### src/rtl/hit_recoil_ctrl_if.sv
// hit_recoil_ctrl_if
// Bundles the per-player recoil controller signals so the controller and
// whatever drives it (collision logic, punch controller, bench) share one
// connection point.
//
// Signals
//   frame_tick  one-cycle pulse per video frame
//   hit         opponent punch landed (pulse, any cycle)
//   blocking    player is blocking/crouching
//   Xpos        victim's current left X position, unsigned
//   X_Motion    signed recoil motion in pixels per frame
//   stunned     high in every non-IDLE state
//   health      remaining health
//   ko          health reached zero; sticky until reset
//   state_dbg   current FSM state encoding, for observation only
//
// Modports
//   master  drives frame_tick/hit/blocking/Xpos, observes the outputs
//   slave   the recoil controller itself
interface hit_recoil_ctrl_if;
  logic              frame_tick;
  logic              hit;
  logic              blocking;
  logic [9:0]        Xpos;
  logic signed [9:0] X_Motion;
  logic              stunned;
  logic [3:0]        health;
  logic              ko;
  logic [2:0]        state_dbg;

  modport master (
    output frame_tick, hit, blocking, Xpos,
    input  X_Motion, stunned, health, ko, state_dbg
  );

  modport slave (
    input  frame_tick, hit, blocking, Xpos,
    output X_Motion, stunned, health, ko, state_dbg
  );
endinterface

### src/rtl/hit_recoil_ctrl.sv
// hit_recoil_ctrl
// Receiving end of a punch. A landed hit starts a five-frame decaying
// rightward knockback (clamped so the sprite never crosses the right wall),
// followed by a fixed stun period, while health counts down to a sticky KO.
//
// Ports
//   clk      system clock, the only clock
//   Reset_n  asynchronous active-low reset
//   bus      hit_recoil_ctrl_if.slave (frame_tick, hit, blocking, Xpos in;
//            X_Motion, stunned, health, ko, state_dbg out)
//
// Optional feature: define RECOIL_BLOCK_EN to make a hit taken while
// blocking halve the knockback profile and cost no health.
//
// Signalling: there is no valid/ready handshake here. hit is a pulse that may
// arrive on any cycle and is remembered until the next frame_tick; frame_tick
// is a one-cycle pulse and is the only cycle in which any registered output
// may change (apart from asynchronous reset). No back-pressure exists: a hit
// that arrives while recoiling or stunned is simply dropped.
module hit_recoil_ctrl #(
  parameter int BOUND_X_MAX = 638,
  parameter int SPRITE_W    = 125,
  parameter int STUN_FRAMES = 16,
  parameter int HEALTH_INIT = 10
) (
  input logic              clk,
  input logic              Reset_n,
  hit_recoil_ctrl_if.slave bus
);

  typedef enum logic [2:0] {
    IDLE = 3'd0,
    R1   = 3'd1,
    R2   = 3'd2,
    R3   = 3'd3,
    R4   = 3'd4,
    R5   = 3'd5,
    STUN = 3'd6,
    KO   = 3'd7
  } state_t;

  state_t            state_q, state_d;
  logic signed [9:0] x_motion_q, x_motion_d;
  logic              stunned_q, stunned_d;
  logic [3:0]        health_q, health_d;
  logic              ko_q, ko_d;
  logic              hit_pend_q, hit_pend_d;
  logic              blk_q, blk_d;
  // Set when the current recoil step was cut short by the wall; the next
  // tick then goes straight to STUN instead of the next profile step.
  logic              clamped_q, clamped_d;
  logic [7:0]        cnt_q, cnt_d;

  logic              blk_in;
  logic              accept;
  logic [3:0]        health_dec;
  logic              enter_r;
  logic              enter_stun;
  logic [3:0]        prof;
  logic [11:0]       right_edge;
  logic [11:0]       wall_raw;
  logic [11:0]       wall_sat;

`ifdef RECOIL_BLOCK_EN
  assign blk_in = bus.blocking;
`else
  // Blocking has no effect in this build; the AND keeps the input referenced.
  assign blk_in = 1'b0 & bus.blocking;
`endif

  // Distance to the right wall, 12-bit two's complement; a sprite already
  // past the wall yields a negative result, which counts as no room at all.
  assign right_edge = {2'b00, bus.Xpos} + 12'(SPRITE_W);
  assign wall_raw   = 12'(BOUND_X_MAX) - right_edge;
  assign wall_sat   = wall_raw[11] ? 12'd0 : wall_raw;

  function automatic logic [3:0] base_profile(input state_t s);
    case (s)
      R1:      base_profile = 4'd6;
      R2:      base_profile = 4'd5;
      R3:      base_profile = 4'd4;
      R4:      base_profile = 4'd3;
      R5:      base_profile = 4'd2;
      default: base_profile = 4'd0;
    endcase
  endfunction

  always_ff @(posedge clk or negedge Reset_n) begin
    if (!Reset_n) begin
      state_q    <= IDLE;
      x_motion_q <= '0;
      stunned_q  <= 1'b0;
      health_q   <= 4'(HEALTH_INIT);
      ko_q       <= 1'b0;
      hit_pend_q <= 1'b0;
      blk_q      <= 1'b0;
      clamped_q  <= 1'b0;
      cnt_q      <= '0;
    end else begin
      state_q    <= state_d;
      x_motion_q <= x_motion_d;
      stunned_q  <= stunned_d;
      health_q   <= health_d;
      ko_q       <= ko_d;
      hit_pend_q <= hit_pend_d;
      blk_q      <= blk_d;
      clamped_q  <= clamped_d;
      cnt_q      <= cnt_d;
    end
  end

  always_comb begin
    state_d    = state_q;
    x_motion_d = x_motion_q;
    stunned_d  = stunned_q;
    health_d   = health_q;
    ko_d       = ko_q;
    blk_d      = blk_q;
    clamped_d  = clamped_q;
    cnt_d      = cnt_q;
    enter_r    = 1'b0;
    enter_stun = 1'b0;
    prof       = 4'd0;

    // A hit in the tick cycle itself counts for that tick.
    accept      = hit_pend_q | bus.hit;
    hit_pend_d  = bus.frame_tick ? 1'b0 : accept;
    health_dec  = (health_q == 4'd0) ? 4'd0 : (health_q - 4'd1);

    if (bus.frame_tick) begin
      case (state_q)
        IDLE: begin
          if (accept) begin
            blk_d = blk_in;
            if (!blk_in) begin
              health_d = health_dec;
            end
            if (!blk_in && (health_dec == 4'd0)) begin
              state_d    = KO;
              ko_d       = 1'b1;
              x_motion_d = '0;
            end else begin
              state_d = R1;
              enter_r = 1'b1;
            end
          end
        end
        R1: begin
          if (clamped_q) enter_stun = 1'b1;
          else begin state_d = R2; enter_r = 1'b1; end
        end
        R2: begin
          if (clamped_q) enter_stun = 1'b1;
          else begin state_d = R3; enter_r = 1'b1; end
        end
        R3: begin
          if (clamped_q) enter_stun = 1'b1;
          else begin state_d = R4; enter_r = 1'b1; end
        end
        R4: begin
          if (clamped_q) enter_stun = 1'b1;
          else begin state_d = R5; enter_r = 1'b1; end
        end
        R5: begin
          enter_stun = 1'b1;
        end
        STUN: begin
          // Leave on the tick that sees the counter at 1; <= also rescues a
          // zero count so the FSM can never park in STUN.
          if (cnt_q <= 8'd1) begin
            state_d = IDLE;
            cnt_d   = 8'd0;
          end else begin
            cnt_d = cnt_q - 8'd1;
          end
        end
        KO: begin
          x_motion_d = '0;
          ko_d       = 1'b1;
        end
        default: begin
          state_d = IDLE;
        end
      endcase

      if (enter_stun) begin
        state_d    = STUN;
        x_motion_d = '0;
        cnt_d      = 8'(STUN_FRAMES);
        clamped_d  = 1'b0;
      end

      if (enter_r) begin
        // A blocked hit uses half the profile, rounded down.
        prof = blk_d ? (base_profile(state_d) >> 1) : base_profile(state_d);
        if (wall_sat < {8'd0, prof}) begin
          x_motion_d = 10'(wall_sat);
          clamped_d  = 1'b1;
        end else begin
          x_motion_d = 10'(prof);
          clamped_d  = 1'b0;
        end
      end

      stunned_d = (state_d != IDLE);
    end
  end

  assign bus.X_Motion  = x_motion_q;
  assign bus.stunned   = stunned_q;
  assign bus.health    = health_q;
  assign bus.ko        = ko_q;
  assign bus.state_dbg = state_q;

endmodule
### src/flat_wrapper.sv
// flat-port wrapper written by rule: the top's interface ports become plain ports
module hit_recoil_ctrl_flat 
#(
  parameter int BOUND_X_MAX = 638,
  parameter int SPRITE_W    = 125,
  parameter int STUN_FRAMES = 16,
  parameter int HEALTH_INIT = 10
)
  (clk, Reset_n, bus_frame_tick, bus_hit, bus_blocking, bus_Xpos, bus_X_Motion, bus_stunned, bus_health, bus_ko, bus_state_dbg);
  hit_recoil_ctrl_if bus_i ();
  input logic clk;
  input logic Reset_n;
  input wire logic [$bits(bus_i.frame_tick)-1:0] bus_frame_tick;
  input wire logic [$bits(bus_i.hit)-1:0] bus_hit;
  input wire logic [$bits(bus_i.blocking)-1:0] bus_blocking;
  input wire logic [$bits(bus_i.Xpos)-1:0] bus_Xpos;
  output wire logic [$bits(bus_i.X_Motion)-1:0] bus_X_Motion;
  output wire logic [$bits(bus_i.stunned)-1:0] bus_stunned;
  output wire logic [$bits(bus_i.health)-1:0] bus_health;
  output wire logic [$bits(bus_i.ko)-1:0] bus_ko;
  output wire logic [$bits(bus_i.state_dbg)-1:0] bus_state_dbg;
  assign bus_i.frame_tick = bus_frame_tick;
  assign bus_i.hit = bus_hit;
  assign bus_i.blocking = bus_blocking;
  assign bus_i.Xpos = bus_Xpos;
  assign bus_X_Motion = bus_i.X_Motion;
  assign bus_stunned = bus_i.stunned;
  assign bus_health = bus_i.health;
  assign bus_ko = bus_i.ko;
  assign bus_state_dbg = bus_i.state_dbg;
  hit_recoil_ctrl #(.BOUND_X_MAX(BOUND_X_MAX), .SPRITE_W(SPRITE_W), .STUN_FRAMES(STUN_FRAMES), .HEALTH_INIT(HEALTH_INIT)) u_core (.clk(clk), .Reset_n(Reset_n), .bus(bus_i));
endmodule
### config.mk
export PLATFORM = sky130hd
export DESIGN_NAME = hit_recoil_ctrl_flat
export DESIGN_NICKNAME = d
export VERILOG_FILES = /design/src/rtl/hit_recoil_ctrl_if.sv /design/src/rtl/hit_recoil_ctrl.sv /design/src/flat_wrapper.sv
export SDC_FILE = /design/constraint.sdc
export NUM_CORES = 1
export LEC_CHECK = 0
export ABC_AREA = 1
export CAP_MARGIN = 20
export CORE_MARGIN = 2
export CORE_UTILIZATION = 50
export CTS_CLUSTER_DIAMETER = 60
export DETAILED_ROUTE_END_ITERATION = 16
export PLACE_DENSITY = 0.81
export SYNTH_ARGS = -nofsm -noshare
export SYNTH_HDL_FRONTEND = slang
export SYNTH_SLANG_ARGS = --single-unit
### constraint.sdc
create_clock -name clk -period 3.35 [get_ports clk]
set_input_delay 1.005 -clock clk [delete_from_list [all_inputs] [get_ports clk]]
set_output_delay 1.005 -clock clk [all_outputs]
set_load 0.05 [all_outputs]
==> out/metrics.yaml <==
cells_and_area:
  final_layout_size_suffix_gt1_share_pct: 21.98
  area_growth_pct: 35.61
  antenna_cells: 0
  nets: 434
  fin_util_pct: 71.03
  finish.instance_area_sq_um: 3136
floorplanning:
  die_x_um: 72.01
  core_sq_um: 4414
  initial_core_util_pct: 52.38
  die-area_sq_um: 5185
  io_pins: 34
  dieHeight_um: 72.01
  row_count: 24
place:
  place_area_sq_um: 2950
  dp_hpwl_mm: 4.069
  portBuffers: 32
  place_congestion: 0.8809
cts:
  cts_buffer_depth: 2
  cts_root_buf: "clkbuf_8"
  cts_sinks: 30
  post-cts-setup-buffers: 0
  cts_made_buffers: 5
  insertion_delay_ps: 280
  cts-hold-fix-buffers: 0
  htreeDepth: 2
  cts_tree: "built"
  clk_pin_slew_ps: 60
global_routing:
  grt_pass1_vias: 2142
  grt_max_degree: 31
  grt_overflow: 0
  grt_pass1_wl_mm: 8.921
  antenna_found_initial: 0
  grt_use_total_pct: 21.44
routing:
  via_per_inst: 5.086
  wl_per_cell_um: 11.37
  drc: 0
  drtPass1Iterations: 4
  drt_wl_total_mm: 5.299
  drt_first_iter_violations: 124
  vias: 2370
  ant_nets: 0
worst_setup_path:
  crit_arrival_ps: 3380
  rrSetupSlack_ps: 650
  crit_top_cell: "nand2_1"
  slowest_stage: "clkdlybuf4s50_1"
  endpoint_kind: "flop"
  slowest_delay_ps: 500
  crit_chain: "clkdlybuf4s50_1 > inv_2 > nand3_4 > nand2_4 > nand2_1 > nor2_2 > nand3_2 > nand3_4 > a21oi_4 > nand2_1 > inv_1 > ha_1 > nand2_1 > nand2_1 > nand2_2 > nand2_4 > nor2_2 > nand2_1 > nand2_1"
  crit_family: "simple AND/OR/NAND/NOR gates"
  path_max_fanout: 4
  crit_path_start_kind: "input port"
  crit_cells: 19
  cp.required_ps: 3570
  path_class: "in -> reg"
  crit_buf_inv: 3
  rr_worst_depth: 18
logic_synthesis:
  synth_fa_ha_area_share_pct: 3.247
  ys_seq_elements: 30
  synth_edf_count: 0
  yosysSeqAreaShare_pct: 32.58
  ys.warnings.count: 0
  synth_commonest_cells: "nand2_1, inv_1, nor2_1, nand3_1, dfrtp_1"
  synth_top_family_by_area: "simple AND/OR/NAND/NOR gates"
  netlist.area_leader.share_pct: 30.30
  ys_top_cells_by_area: "dfrtp_1, nand2_1, inv_1, nand3_1, nor2_1"
  synthMuxAreaShare_pct: 0
  synthSimpleGateAreaFrac_pct: 42.37
  synth_area_per_cell_sq_um: 6.781
  synth_compound_area_share_pct: 9.848
  syn-num-nets: 362
  yosysUniqueCellTypes: 37
  async_reset_ff_share_pct: 100.0
  yosysMostFrequentCell: "nand2_1"
  synth_area_leader_cell: "dfrtp_1"
  syn_area_sq_um: 2312
  syn_inst: 341
  synthFlopType: "dfrtp_1"
  synth_xor_area_share_pct: 1.948
sta:
  period_share_pct: 94.39
  finalCriticalPeriod_ps: 3162
  drv_slew: 0
  fmax_ghz: 0.3162
  finalSetupViolations: 0
  worst_slew_pin_slew_ps: 801.9
  hold_violations: 0
  skew_ps: 6.316
  maxSlewHeadroom_pct: 46.18
power_and_ir_drop:
  power_density_nw_per_um2: 709.1
  p_leak_nw: 1.582
  irDropWorstVdd_uv: 486.6
run_status:
  status: "finished clean"
job:
  maxCapViolCount: 0
hold_path:
  min-delay-path-class: "reg -> reg"
  hold_path_depth: 1
## power breakdown
part	switching (mW)	internal (mW)	total (mW)
clock	0.133	0.242	0.375
sequential	0.101	0.480	0.581
combinational	0.808	0.459	1.27
total	1.04	1.18	2.22
## metrics by stage
| stage | total power [mW] | setup slack (ps) | cells | TNS, ps | hold slack [ps] |
|---|---|---|---|---|---|
| detailed placement | 1.789 | -373.9 | 458 | -1442 | 453.4 |
| CTS | 2.184 | 29.53 | 466 | 0 | 461.3 |
| floorplan | 1.392 | 373.2 | 341 | 0 | 425.4 |
| global route | 2.397 | -14.09 | 466 | -14.09 | 478.5 |
| finish | 2.223 | 187.8 | 466 | 0 | 457.9 |
| global placement | 1.741 | -307.3 | 458 | -1212 | 445.4 |
## layout make-up
class | instances | area, sq um
Inverter | 57 | 214.0
Clock buffer | 7 | 86.33
Timing Repair Buffer | 68 | 601.8
Multi-Input combinational cell | 251 | 1385
Fill cell | 360 | 1279
Clock inverter | 1 | 30.03
Tap cell | 52 | 65.06
Sequential cell | 30 | 753.2
## cells by family (layout without fill, tap and decap cells)
group	after synthesis	in the layout
AOI/OAI and AO/OA	41	41
xor gates and xnor gates	3	3
adders and majority gates	6	6
buffers and inverters	60	133
DFF	30	30
and+or+nand+nor	201	201
## cell usage in the layout (no fill, tap or decap), types with 2 or more instances in the layout
master and count:
ha_1 5, clkdlybuf4s50_1 29, a21oi_1 10, nand2_4 5, nor2_4 5, dlymetal6s2s_1 3
nand3_4 2, buf_4 35, nor3b_1 2, dfstp_2 2, o21ai_2 2, o21ai_0 19
nand2_1 85, nor2_1 35, nor3_1 6, dfrtp_1 28, nor4_1 2, nand3_1 33
clkbuf_8 6, nor2_2 7, inv_2 8, nand4_1 5, inv_1 49, nand2_2 9
nand3b_1 2, a31oi_1 2
## path summary, 6_finish.rpt
path / from / endpoint
max in group asynchronous: Reset_n / u_core.bus.health[1]
max reg2reg: u_core.cnt_q[0] / u_core.clamped_q
max: bus_Xpos[3] / u_core.clamped_q
min reg2reg: u_core.cnt_q[2] / u_core.cnt_q[2]
min: u_core.cnt_q[2] / u_core.cnt_q[2]
min in group asynchronous: Reset_n / u_core.bus.X_Motion[8]
## layer usage
| layer | up-vias | part of all wire (%) | global-route usage, % |
|---|---|---|---|
| li1 | 1235 | - | - |
| met1 | 1085 | 45 | 26.77 |
| met2 | 44 | 51 | 37.86 |
| met3 | 6 | 3.5 | 3.889 |
| met4 | 0 | 0.87 | 6.289 |
| met5 | - | 0 | 0 |
## sequential cells by signal, summed over array words and instances (netlist names)
register,flops
u_core.blk_q,1
u_core.bus.X_Motion,10
u_core.bus.health,4
u_core.bus.ko,1
u_core.bus.state_dbg,3
u_core.bus.stunned,1
u_core.clamped_q,1
u_core.cnt_q,8
u_core.hit_pend_q,1
## timing repair
action / CTS / global route
gates cloned: 0 / 0
pin swaps: 0 / 5
resized for setup: 4 / 15
endpoints found under the setup margin: 4 / 4
Note: power is estimated with default switching activity, not from simulation.
